$ cat src/rtl/aes_arbiter_if.sv
// Bus bundle between the two decrypt requesters, the arbiter and the shared AES core.
// master: arbiter view (drives gnt/done/err/msg_de*, aes_start/aes_key/aes_msg_en).
// slave : environment view (drives req, operands, aes_done/aes_msg_de).
interface aes_arbiter_if;
  localparam int unsigned DATA_W = 128;

  logic [1:0]        req;
  logic [DATA_W-1:0] msg_en0;
  logic [DATA_W-1:0] msg_en1;
  logic [DATA_W-1:0] key0;
  logic [DATA_W-1:0] key1;
  logic [1:0]        gnt;
  logic [1:0]        done;
  logic              err;
  logic [DATA_W-1:0] msg_de0;
  logic [DATA_W-1:0] msg_de1;
  logic              aes_start;
  logic [DATA_W-1:0] aes_key;
  logic [DATA_W-1:0] aes_msg_en;
  logic              aes_done;
  logic [DATA_W-1:0] aes_msg_de;

  modport master (
    input  req, msg_en0, msg_en1, key0, key1, aes_done, aes_msg_de,
    output gnt, done, err, msg_de0, msg_de1, aes_start, aes_key, aes_msg_en
  );

  modport slave (
    output req, msg_en0, msg_en1, key0, key1, aes_done, aes_msg_de,
    input  gnt, done, err, msg_de0, msg_de1, aes_start, aes_key, aes_msg_en
  );
endinterface

$ cat src/rtl/aes_arbiter.sv
// Two-channel round-robin arbiter in front of one shared AES decrypt core.
// Ports: clk, reset_n (synchronous, active-low), bus (aes_arbiter_if.master).
// The owner's key/ciphertext are latched at grant, the core is started with a
// one-cycle pulse, and the result (or a timeout abort) is returned on done/err.
module aes_arbiter #(
  parameter int unsigned      LAT_W   = 16,
  parameter logic [LAT_W-1:0] TIMEOUT = 16'd65535
) (
  input  logic           clk,
  input  logic           reset_n,
  aes_arbiter_if.master  bus
);
  localparam int unsigned      DATA_W  = 128;
  localparam logic [LAT_W-1:0] TO_LAST = TIMEOUT - LAT_W'(1);

  typedef enum logic [1:0] {S_IDLE, S_START, S_BUSY, S_DONE} state_t;

  state_t            r_state, w_state_next;
  logic              r_owner, w_owner_next;
  logic              r_last, w_last_next;
  logic [LAT_W-1:0]  r_cnt, w_cnt_next;
  logic [1:0]        r_gnt, w_gnt_next;
  logic [1:0]        r_done, w_done_next;
  logic              r_err, w_err_next;
  logic              r_start, w_start_next;
  logic [DATA_W-1:0] r_key, w_key_next;
  logic [DATA_W-1:0] r_msg, w_msg_next;
  logic [DATA_W-1:0] r_de0, w_de0_next;
  logic [DATA_W-1:0] r_de1, w_de1_next;
  logic              w_pick;

  // Contention goes to the channel not served last; a lone request always wins.
  assign w_pick = (bus.req == 2'b11) ? ~r_last : bus.req[1];

  // State register
  always_ff @(posedge clk) begin
    if (!reset_n) r_state <= S_IDLE;
    else          r_state <= w_state_next;
  end

  // Next-state and next register values
  always_comb begin
    w_state_next = r_state;
    w_owner_next = r_owner;
    w_last_next  = r_last;
    w_cnt_next   = r_cnt;
    w_gnt_next   = r_gnt;
    w_done_next  = r_done;
    w_err_next   = r_err;
    w_start_next = 1'b0;
    w_key_next   = r_key;
    w_msg_next   = r_msg;
    w_de0_next   = r_de0;
    w_de1_next   = r_de1;
    case (r_state)
      S_IDLE: begin
        if (bus.req != 2'b00) begin
          w_owner_next = w_pick;
          w_gnt_next   = w_pick ? 2'b10 : 2'b01;
          w_key_next   = w_pick ? bus.key1 : bus.key0;
          w_msg_next   = w_pick ? bus.msg_en1 : bus.msg_en0;
          w_start_next = 1'b1;
          w_state_next = S_START;
        end
      end
      S_START: begin
        w_cnt_next   = '0;
        w_state_next = S_BUSY;
      end
      S_BUSY: begin
        // A completion arriving on the timeout cycle still counts as success.
        if (bus.aes_done) begin
          if (r_owner) w_de1_next = bus.aes_msg_de;
          else         w_de0_next = bus.aes_msg_de;
          w_err_next   = 1'b0;
          w_done_next  = r_gnt;
          w_state_next = S_DONE;
        end else if (r_cnt == TO_LAST) begin
          w_err_next   = 1'b1;
          w_done_next  = r_gnt;
          w_state_next = S_DONE;
        end else if (r_cnt != TIMEOUT) begin
          w_cnt_next = r_cnt + LAT_W'(1);
        end
      end
      S_DONE: begin
        if (!bus.req[r_owner]) begin
          w_gnt_next   = 2'b00;
          w_done_next  = 2'b00;
          w_last_next  = r_owner;
          w_state_next = S_IDLE;
        end
      end
      default: w_state_next = S_IDLE;
    endcase
  end

  // Datapath and output registers
  always_ff @(posedge clk) begin
    if (!reset_n) begin
      r_owner <= 1'b0;
      r_last  <= 1'b1;
      r_cnt   <= '0;
      r_gnt   <= 2'b00;
      r_done  <= 2'b00;
      r_err   <= 1'b0;
      r_start <= 1'b0;
      r_key   <= '0;
      r_msg   <= '0;
      r_de0   <= '0;
      r_de1   <= '0;
    end else begin
      r_owner <= w_owner_next;
      r_last  <= w_last_next;
      r_cnt   <= w_cnt_next;
      r_gnt   <= w_gnt_next;
      r_done  <= w_done_next;
      r_err   <= w_err_next;
      r_start <= w_start_next;
      r_key   <= w_key_next;
      r_msg   <= w_msg_next;
      r_de0   <= w_de0_next;
      r_de1   <= w_de1_next;
    end
  end

  assign bus.gnt        = r_gnt;
  assign bus.done       = r_done;
  assign bus.err        = r_err;
  assign bus.aes_start  = r_start;
  assign bus.aes_key    = r_key;
  assign bus.aes_msg_en = r_msg;
  assign bus.msg_de0    = r_de0;
  assign bus.msg_de1    = r_de1;
endmodule

$ cat src/flat_wrapper.sv
// flat-port wrapper written by rule: the top's interface ports become plain ports
module aes_arbiter_flat 
#(
  parameter int unsigned      LAT_W   = 16,
  parameter logic [LAT_W-1:0] TIMEOUT = 16'd65535
)
  (clk, reset_n, bus_req, bus_msg_en0, bus_msg_en1, bus_key0, bus_key1, bus_aes_done, bus_aes_msg_de, bus_gnt, bus_done, bus_err, bus_msg_de0, bus_msg_de1, bus_aes_start, bus_aes_key, bus_aes_msg_en);
  aes_arbiter_if bus_i ();
  input  logic clk;
  input  logic reset_n;
  input wire logic [$bits(bus_i.req)-1:0] bus_req;
  input wire logic [$bits(bus_i.msg_en0)-1:0] bus_msg_en0;
  input wire logic [$bits(bus_i.msg_en1)-1:0] bus_msg_en1;
  input wire logic [$bits(bus_i.key0)-1:0] bus_key0;
  input wire logic [$bits(bus_i.key1)-1:0] bus_key1;
  input wire logic [$bits(bus_i.aes_done)-1:0] bus_aes_done;
  input wire logic [$bits(bus_i.aes_msg_de)-1:0] bus_aes_msg_de;
  output wire logic [$bits(bus_i.gnt)-1:0] bus_gnt;
  output wire logic [$bits(bus_i.done)-1:0] bus_done;
  output wire logic [$bits(bus_i.err)-1:0] bus_err;
  output wire logic [$bits(bus_i.msg_de0)-1:0] bus_msg_de0;
  output wire logic [$bits(bus_i.msg_de1)-1:0] bus_msg_de1;
  output wire logic [$bits(bus_i.aes_start)-1:0] bus_aes_start;
  output wire logic [$bits(bus_i.aes_key)-1:0] bus_aes_key;
  output wire logic [$bits(bus_i.aes_msg_en)-1:0] bus_aes_msg_en;
  assign bus_i.req = bus_req;
  assign bus_i.msg_en0 = bus_msg_en0;
  assign bus_i.msg_en1 = bus_msg_en1;
  assign bus_i.key0 = bus_key0;
  assign bus_i.key1 = bus_key1;
  assign bus_i.aes_done = bus_aes_done;
  assign bus_i.aes_msg_de = bus_aes_msg_de;
  assign bus_gnt = bus_i.gnt;
  assign bus_done = bus_i.done;
  assign bus_err = bus_i.err;
  assign bus_msg_de0 = bus_i.msg_de0;
  assign bus_msg_de1 = bus_i.msg_de1;
  assign bus_aes_start = bus_i.aes_start;
  assign bus_aes_key = bus_i.aes_key;
  assign bus_aes_msg_en = bus_i.aes_msg_en;
  aes_arbiter #(.LAT_W(LAT_W), .TIMEOUT(TIMEOUT)) u_core (.clk(clk), .reset_n(reset_n), .bus(bus_i));
endmodule
$ cat config.mk
export PLATFORM = sky130hd
export DESIGN_NAME = aes_arbiter_flat
export DESIGN_NICKNAME = d
export VERILOG_FILES = /design/src/rtl/aes_arbiter_if.sv /design/src/rtl/aes_arbiter.sv /design/src/flat_wrapper.sv
export SDC_FILE = /design/constraint.sdc
export NUM_CORES = 1
export LEC_CHECK = 0
export BUFFER_PORTS_ARGS = -buffer_cell sky130_fd_sc_hd__buf_2
export CORE_AREA = 4 4 450 452
export DETAILED_ROUTE_END_ITERATION = 8
export DIE_AREA = 0 0 454 456
export PLACE_DENSITY = 0.36
export SETUP_SLACK_MARGIN = 0.5
export SYNTH_ARGS = -nofsm -noshare
export SYNTH_HDL_FRONTEND = slang
export SYNTH_SLANG_ARGS = --single-unit
$ cat constraint.sdc
create_clock -name clk -period 4.4 [get_ports clk]
set_input_delay 0.88 -clock clk [delete_from_list [all_inputs] [get_ports clk]]
set_output_delay 0.88 -clock clk [all_outputs]
set_load 0.1 [all_outputs]
# Yosys cells after proc, flatten, opt, wreduce, memory -nomap -nowiden
# Cells that the tools add are included.
word_totals:
  ff_bits: 538
  latchBits: 0
  ram_bits: 0
  romBits: 0
  word_cells: 68
  n_memories: 0
classes:
  add_sub_neg: 1
  multipliers: 0
  n_div: 0
  n_lt_le_gt_ge: 1
  n_eq_ne: 12
  n_shift: 0
  n_mux: 23
  n_bitwise: 3
  reduce_logical: 16
op_table:
  columns: ["cell", "n"]
  rows:
  - ["2-to-1 mux 128 bit", 2]
  - ["2-to-1 mux 16 bit", 3]
  - ["one-hot mux 16 bit (2 select lines)", 1]
  - ["adder 16 x 1 -> 16 bit (second input constant)", 1]
  - ["equality test 16 bit (second input constant)", 1]
  - ["2-to-1 mux 2 bit", 8]
  - ["inequality test 16 bit (second input constant)", 1]
  - ["AND reduction 3 bit", 5]
  - ["nonzero test 2 bit", 5]
  - ["one-hot mux 2 bit (2 select lines)", 2]
  - ["one-hot mux 2 bit (4 select lines)", 1]
  - ["AND reduction 2 bit", 4]
  - ["equality test 2 bit (second input constant)", 3]
  - ["2-to-1 mux 1 bit", 6]
  - ["inequality test 2 bit (second input constant)", 3]
  - ["inequality test 2 x 1 -> 1 bit (second input constant)", 2]
  - ["AND reduction 4 bit", 1]
  - ["inequality test 3 x 2 -> 1 bit (second input constant)", 1]
  - ["inverter 1 bit", 3]
  - ["equality test 2 x 1 -> 1 bit (second input constant)", 1]
  - ["zero test 2 bit", 1]
  - ["< comparator 1 x 2 -> 1 bit (second input constant)", 1]

# Depth between registers and ports, before layout
# Gate-level depths: netlist (run 1).
logic_depth:
  word_depth: 5
  ltp_mapped: 8

# Worst setup path after synthesis (run 1)
# OpenSTA, ideal clock, no wires.
synth_path:
  path_kind: "in2reg"
  start: "in bus_req[0]"
  end: "reg u_core.r_msg[100] (netlist: u_core.bus.aes_msg_en[100])"
  setup_ps: 91
  arrival_time_ps: 2099
  slack_ps: 2210
  stages: 6
  path_buffers: 3
  path_cell_list: "buf_2 a21oi_2 clkbuf_1 clkbuf_1 nand2_1 a311oi_1"
synth_via:
  elab_chain_len: 3
  elab_cells_between_ends: 5
synth_lines:
  columns: ["item", "line_no", "source"]
  rows:
  - ["start: declaration", "flat_wrapper.sv:11", "input wire logic [$bits(bus_i.req)-1:0] bus_req;"]
  - ["equality test 2 bit", "aes_arbiter.sv:33", "assign w_pick = (bus.req == 2'b11) ? ~r_last : bus.req[1];"]
  - ["2-to-1 mux 1 bit", "aes_arbiter.sv:33", null]
  - ["2-to-1 mux 128 bit", "aes_arbiter.sv:61", "w_msg_next = w_pick ? bus.msg_en1 : bus.msg_en0;"]
  - ["end signal: assignment", "aes_arbiter.sv:121", "r_msg <= w_msg_next;"]
  - ["end: declaration", "aes_arbiter.sv:27", "logic [DATA_W-1:0] r_msg, w_msg_next;"]
# Several ways; a longest one is shown, not always the timed one.
# A chain may end at the register's enable or synchronous reset.

# Worst setup path after layout (run 1)
layout_path:
  start: "reg u_core.r_msg[126] (netlist: u_core.bus.aes_msg_en[126])"
  end: "out bus_aes_msg_en[126]"
layout_rtl:
  columns: ["item", "line_no", "source"]
  rows:
  - ["end: declaration", "flat_wrapper.sv:25", "output wire logic [$bits(bus_i.aes_msg_en)-1:0] bus_aes_msg_en;"]
# No word-level cell between the ends.

==> impl_results.md, run 1 <==
- Antenna Nets Post-Route: 0
- Initial antenna violation count: 113
- Reg2reg end: u_core.bus.aes_key[63]
- Fin crit share: 0.599
- Clk Tree Root Cell: clkbuf_16
- Asr flop ratio synth: 0
- All-Layer GR Usage: 0.143
- Reg-to-reg slack, setup: 1840 ps
- Synth cell types: 49
- Leakage: 0.0139 uW
- Post-synth top flop: dfxtp_1
- Final min period: 2640 ps
- P&R area growth vs syn: 54.7%
- Max FO, Critical Path: 2
- Kind of critical path: reg -> out
- Setup TNS: 0 ps
- Num ports: 1,163
- Synthesized area: 21,000 um^2
- Max cap viols: 0
- # resized after CTS: 0
- Share of cells above drive strength 1: 0.356
- Worst R2R Start: u_core.r_state[0]
- Endpoints failing hold: 0
- Iteration-0 DRC Markers: 1,724
- Worst-path clk slew: 60 ps
- FMAX: 379 MHz
- Max VDD drop: 498 uV
- Initial core utilization: 0.106
- Core area: 199,000 um^2
- Slowest-stage cell, CP: dfxtp_1
- Syn_nets: 3,351
- CTS tree: done
- Hold depth: 3
- Critical Path AT: 1760 ps
- Dpl ws: 1570 ps
- Slew @ Worst Pin: 990 ps
- Status: completed
- Power Internal: 11,700 uW
- PD cells: 796 nW/um^2
- Clk network pwr share: 0.243
- RSZ-0062 raised after global routing: no
- Buffer levels on the longest clock path: 3
- Clk Latency, worst-skew pair: 670 ps
- Comb power frac: 0.502
- Hold WC Path Type: in -> reg
- HP Start: bus_aes_msg_de[51]
- Die width: 454 um
- Rows: 164
- Post-CTS setup buffer count: 0
- Vias in the first global route: 23,400
- Pin count of the biggest net entering global routing: 153
- Final worst slack: 1760 ps
- Die area: 207,000 um^2
- Critical path depth: 1
- Required time worst endpoint: 3520 ps
- Most common cell after layout, fill and taps aside: buf_2
- Ys Warns: 0
- CP bufs+invs: 1
- CP Cell Sequence: buf_2
- Worst setup SP type: register
- Pre-Repair DR Iteration Count: 5
- # H-tree levels: 3
- Syn Area/Cell: 7.78 um^2
- Rel. slew slack: 0.340
- Post-synth EDFFs: 0
- Switch share: 0.549
- Hold_buf cts: 0
- Cell depth of the worst flop-to-flop path: 6
- Worst Hold Path EP: u_core.bus.msg_de0[51]
- WL final: 156,000 um
- Crit. End Element: primary output
- First-pass GRT wire length: 206,000 um
- Top delay family on crit path: flip-flops
- Post-synthesis register bit count: 538
- Vias per inst: 3.71
- DR vias: 24,100
- Final Max Tran Viols: 0
- Number of setup violations in the final report: 0
- Cells after Synth: 2,699
- Gpl congestion: 0.947
- DRC: 0
- Grt total ovfl: 0
- P_sw: 14,200 uW
- Commonest cells after routing, fill and taps aside: buf_2 (1,162), nand2_1 (1,037), dfxtp_1 (538), nor2_1 (266), a21oi_1 (264)
- Die Ht: 456 um
- DP HPWL: 127,000 um
- IO buf count: 1,162
- Sequential power share: 0.255
- Clk sinks: 538
- Post-DR wirelength/cell: 24.1 um
- Final Net Count: 4,400
- Largest stage delay, worst path: 560 ps
- Num CTS Buffers: 74
- Post-synthesis sequential area ratio: 0.513
- Clock skew: 43.9 ps
-- tightest hold or removal path: cells and delay by family --
family,cells,cell delay [ps]
AO/OA/AOI/OAI,1,50
AND/OR/NAND/NOR,1,50
buffers and inverters,1,110
-- stage by stage --
| step | utilization | hold WS (ps) | instances | power, uW | cell area [um^2] |
|---|---|---|---|---|---|
| 2_1_floorplan | - | 455 | 2699 | 16400 | 21000 |
| 3_3_place_gp | 0.150 | 439 | 6328 | 19700 | 29900 |
| 3_5_place_dp | 0.150 | 443 | 6328 | 19800 | 29900 |
| 4_1_cts | 0.163 | 351 | 6458 | 26200 | 32400 |
| 5_1_grt | 0.163 | 386 | 6473 | 26900 | 32400 |
| 6_report | 0.163 | 443 | 6491 | 25800 | 32500 |
-- cell type report --
cell class | instances | area, um^2
Fill cell | 23000 | 166000
Sequential cell | 538 | 10800
Multi-Input combinational cell | 1921 | 9360
Timing Repair Buffer | 1206 | 6410
Tap cell | 2656 | 3320
Clock buffer | 104 | 2140
Clock inverter | 26 | 364
Antenna cell | 33 | 82.6
Inverter | 7 | 33.8
-- power groups by stage --
stage | Clock (uW) | Combinational [uW] | Sequential [uW]
finish | 6280 | 13000 | 6580
global route | 6690 | 13600 | 6690
CTS | 6540 | 13100 | 6570
detailed placement | 0 | 13100 | 6660
global placement | 0 | 13100 | 6660
floorplan | 0 | 2810 | 13600
-- cell families (layout without fill, tap and decap cells) --
logic type,Yosys count,in the layout,synth area share
AO/OA/AOI/OAI,569,569,0.191
adder cells (fa/ha/maj),7,7,0.00417
buffers and inverters,240,1343,0.0437
flip-flops,538,538,0.513
multiplexers,5,5,0.00238
other,0,33,0
AND/OR/NAND/NOR,1340,1340,0.245
-- state kept, by name, summed over array words and instances, names as in the netlist, 2 cells and up --
register and cells:
u_core.bus.done 2, u_core.bus.aes_msg_en 128, u_core.r_state 2, u_core.bus.aes_key 128
u_core.r_cnt 16, u_core.bus.msg_de0 128, u_core.bus.msg_de1 128, u_core.bus.gnt 2
-- metal layers --
metal,share of wire,track usage,routed length [um]
met1,0.39,0.169,61400
met2,0.48,0.240,74800
met3,0.093,0.0501,14500
met4,0.033,0.0523,5150
met5,0.0025,0,394
-- synth_stat cells, types with 4 or more instances --
library cell / instances / area [um^2]
a31oi_1: 8 / 50.1
nand2_1: 1038 / 3900
a311oi_1: 258 / 2260
buf_2: 7 / 35.0
nor2_1: 267 / 1000
o21ai_0: 5 / 25.0
ha_1: 7 / 87.6
and3_1: 4 / 25.0
nand2b_1: 7 / 43.8
nand3_1: 5 / 25.0
a31o_1: 4 / 35.0
buf_1: 18 / 67.6
clkbuf_1: 207 / 777
a21oi_1: 264 / 1320
inv_1: 4 / 15.0
mux2i_1: 5 / 50.1
a41oi_1: 4 / 35.0
a311oi_2: 7 / 105
dfxtp_1: 538 / 10800
-- how the worst max path moves through the flow --
stage / start / end / slack (ps)
2_1_floorplan: bus_req[0] / u_core.bus.aes_msg_en[100] / 2210
3_3_place_gp: bus_req[1] / u_core.bus.aes_key[27] / 1620
3_5_place_dp: bus_req[1] / u_core.bus.aes_key[60] / 1570
4_1_cts: u_core.bus.aes_msg_en[126] / bus_aes_msg_en[126] / 1640
5_1_grt: u_core.r_state[0] / u_core.bus.aes_key[27] / 1650
6_report: u_core.bus.aes_msg_en[126] / bus_aes_msg_en[126] / 1760
No activity file was read; power rests on OpenSTA's default activity.
==> run 2: changes to the inputs <==
--- a/config.mk
+++ b/config.mk
@@ -5,11 +5,12 @@
 export SDC_FILE = /design/constraint.sdc
 export NUM_CORES = 1
 export LEC_CHECK = 0
+export ABC_AREA = 1
 export BUFFER_PORTS_ARGS = -buffer_cell sky130_fd_sc_hd__buf_2
-export CORE_AREA = 4 4 450 452
+export CORE_AREA = 4 4 446 448
 export DETAILED_ROUTE_END_ITERATION = 8
-export DIE_AREA = 0 0 454 456
-export PLACE_DENSITY = 0.36
+export DIE_AREA = 0 0 450 452
+export PLACE_DENSITY = 0.37
 export SETUP_SLACK_MARGIN = 0.5
 export SYNTH_ARGS = -nofsm -noshare
 export SYNTH_HDL_FRONTEND = slang
==> constraint.sdc (replaced) <==
create_clock -name clk -period 2.28 [get_ports clk]
set_input_delay 0.456 -clock clk [delete_from_list [all_inputs] [get_ports clk]]
set_output_delay 0.456 -clock clk [all_outputs]
set_load 0.1 [all_outputs]
==> impl_results.md, run 2 <==
- Iteration-0 DRC Markers: 2,074 (+20%)
- Area contributors post-synth: dfxtp_1 (51%), nand2_1 (13%), o21ai_0 (9.3%)
- Final core occ: 0.247 (+0.0838)
- All-Layer GR Usage: 0.124 (-0.0194)
- Synthesized area: 21,100 um^2 (+0.64%)
- Max VDD drop: 903 uV (+81%)
- Post-synthesis sequential area ratio: 0.510 (-0.00325)
- Hold WC Path Type: in -> reg
- Clk sinks: 538 (unchanged)
- Status: completed
- Asr flop ratio synth: 0 (unchanged)
- Final Net Count: 5,171 (+18%)
- Antenna Nets Post-Route: 0 (unchanged)
- Post-synthesis register bit count: 538 (unchanged)
- Worst setup SP type: register
- Gpl congestion: 0.931 (-1.7%)
- First-pass GRT wire length: 189,000 um (-7.9%)
- Worst Hold Path EP: u_core.bus.aes_key[126]
- Rel. slew slack: 0.494 (+0.154)
- Final Max Tran Viols: 0 (unchanged)
- Crit. End Element: register
- Kind of critical path: reg -> reg
- RSZ-0062 raised after global routing: yes
- Hold Slack: 97.4 ps (-346 ps)
- Most frequent cell after synthesis: nand2_1
- PD cells: 1210 nW/um^2 (+52%)
- Cell depth of the worst flop-to-flop path: 10 (+4)
- Buffer levels on the longest clock path: 3 (unchanged)
- Synth area leader: dfxtp_1
- Share of cells above drive strength 1: 0.433 (+0.0773)
- Top Metal Used: met5
- Pwr Total: 58,200 uW (+130%)
- Clock skew: 13.8 ps (-30.1 ps)
- P&R area growth vs syn: 128%
- Commonest cells after routing, fill and taps aside: nand2_1 (710), buf_2 (643), dlygate4sd3_1 (553), buf_12 (545), dfxtp_2 (443)
- Clk Latency, worst-skew pair: 670 ps (about the same)
- Area after DPL: 30,200 um^2 (+1.2%)
- Reg-to-reg slack, setup: 500 ps (-1340 ps)
- Num ports: 1,163 (unchanged)
- Pin count of the biggest net entering global routing: 76 (-50%)
- HP Start: bus_key1[126]
- CTS tree: done
- Die width: 450 um (-0.88%)
- Fin crit share: 0.782
- Reg2reg end: u_core.bus.aes_msg_en[97]
- WL final: 143,000 um (-8.7%)
- Pre-Repair DR Iteration Count: 6 (+1)
- Rows: 162 (-1.2%)
- Max FO, Critical Path: 16 (+14)
- Design area: 48,100 um^2 (+48%)
- Final min period: 1780 ps
- Max cap viols: 0 (unchanged)
- Syn Area/Cell: 7.50 um^2 (-3.6%)
- Grt total ovfl: 0 (unchanged)
- DP HPWL: 99,400 um (-22%)
- Worst R2R Start: u_core.r_state[1]
- Post-synth EDFFs: 0 (unchanged)
- # H-tree levels: 3 (unchanged)
- IO buf count: 1,162 (unchanged)
- Yosys top cell area share: 0.510 (-0.00325)
- DR vias: 27,700 (+15%)
- Num CTS Buffers: 72 (-2.7%)
- M1 WL: 52,000 um (-15%)
- Worst-path clk slew: 60 ps (about the same)
- Clk Tree Root Cell: clkbuf_16
- DRC: 0 (unchanged)
- Core area: 195,000 um^2 (-2.1%)
- Initial antenna violation count: 29 (-74%)
- Endpoints failing hold: 0 (unchanged)
- Critical Path Start: u_core.r_state[1]
- Post-synth top flop: dfxtp_1
- Number of setup violations in the final report: 0 (unchanged)
- Critical Path AT: 2370 ps (+610 ps)
- Setup TNS: 0 ps (unchanged)
- Most common cell after layout, fill and taps aside: nand2_1
- Hold depth: 3 (unchanged)
- Met2 Wirelength: 74,700 um (about the same)
- Synth cell types: 28 (-43%)
- Initial core utilization: 0.109 (+0.00299)
- Ys Warns: 0 (unchanged)
- Met3 WL: 8840 um (-39%)
- Vias in the first global route: 27,500 (+18%)
- Cells after Synth: 2,818 (+4.4%)
- Vias per inst: 3.89 (+5.0%)
- Syn_nets: 3,470 (+3.6%)
- Synth top cells by count: nand2_1 (712), dfxtp_1 (538), o21ai_0 (391), nor2_1 (301), a31oi_1 (257)
- Die Ht: 452 um (-0.88%)
- Post-DR wirelength/cell: 20.0 um (-17%)
- Die area: 203,000 um^2 (-1.8%)
- Required time worst endpoint: 2870 ps (-650 ps)
- FMAX: 561 MHz
- Slew @ Worst Pin: 759 ps (-230 ps)
- Leakage: 0.0196 uW (+41%)
run 2: cell types whose count changed in the layout (fill, tap and decap cells not counted), sizes merged, moves of 119 or more:
cell	change
nand3	+146
a311oi	-265
dlygate4sd3	+553
a31oi	+249
o21ai	+389
nand2	-321
a21oi	-119
run 2: cells by family (layout without fill, tap and decap cells):
logic type      Yosys count  count (layout)  share of synthesized area
fa+ha+maj                 7               7                    0.00415
compound gates          803             803                      0.207
simple gates           1181            1182                      0.222
other cells               0               8                          0
buf+inv                 289            2044                     0.0569
flops                   538             538                      0.510
run 2: cell type report:
class,count,area [um^2]
fillers,20900,146000
multi-input cells,1992,9260
clock buffers,103,2100
well taps,2542,3180
diodes,8,20.0
inverters,44,198
flip-flops and latches,538,11600
repair buffers,1871,21500
clock inverters,26,315
run 2: worst max path at each step:
stage	end	cells after the start
finish	u_core.bus.aes_msg_en[97]	10
global route	u_core.bus.aes_msg_en[74]	10
CTS	bus_msg_de0[60]	1
global placement	u_core.bus.aes_key[78]	8
floorplan	u_core.bus.msg_de1[119]	9
detailed placement	u_core.bus.aes_msg_en[16]	8
run 2: through the flow:
| step | cells | worst slack (ps) |
|---|---|---|
| 6_report | 7124 | 497 |
| 5_1_grt | 7120 | 387 |
| 4_1_cts | 7060 | 350 |
| 3_5_place_dp | 6373 | 293 |
| 3_3_place_gp | 6373 | 290 |
| 2_1_floorplan | 2818 | 625 |
run 2: routing by layer:
metal	vias to the layer above	global-route usage
li1	13000	-
met3	323	0.0308
met5	-	0
met2	1216	0.230
met1	13200	0.134
met4	2	0.0486
run 2: critical path: stages (launching register included):
cell and delay [ps]:
dfxtp_4 360, inv_4 60, ha_4 130, inv_2 40, nor2_4 140, buf_6 140, buf_16 150, buf_16 190
buf_16 170, o21ai_0 80, a31oi_1 190
run 2: repair_timing:
item | in CTS | in global routing
hold endpoints to repair | 472 | 0
pin swaps | 1 | 10
cloned | 1 | 28
setup buffers | 4 | 28
setup endpoints to repair | 1024 | 964
resized for setup | 1069 | 1665
hold buffers | 553 | 0
run 2: power breakdown:
group	internal [uW]	switching (uW)	total [uW]
registers	11900	2340	14300
clock network	6820	4930	11800
logic	11600	20600	32200
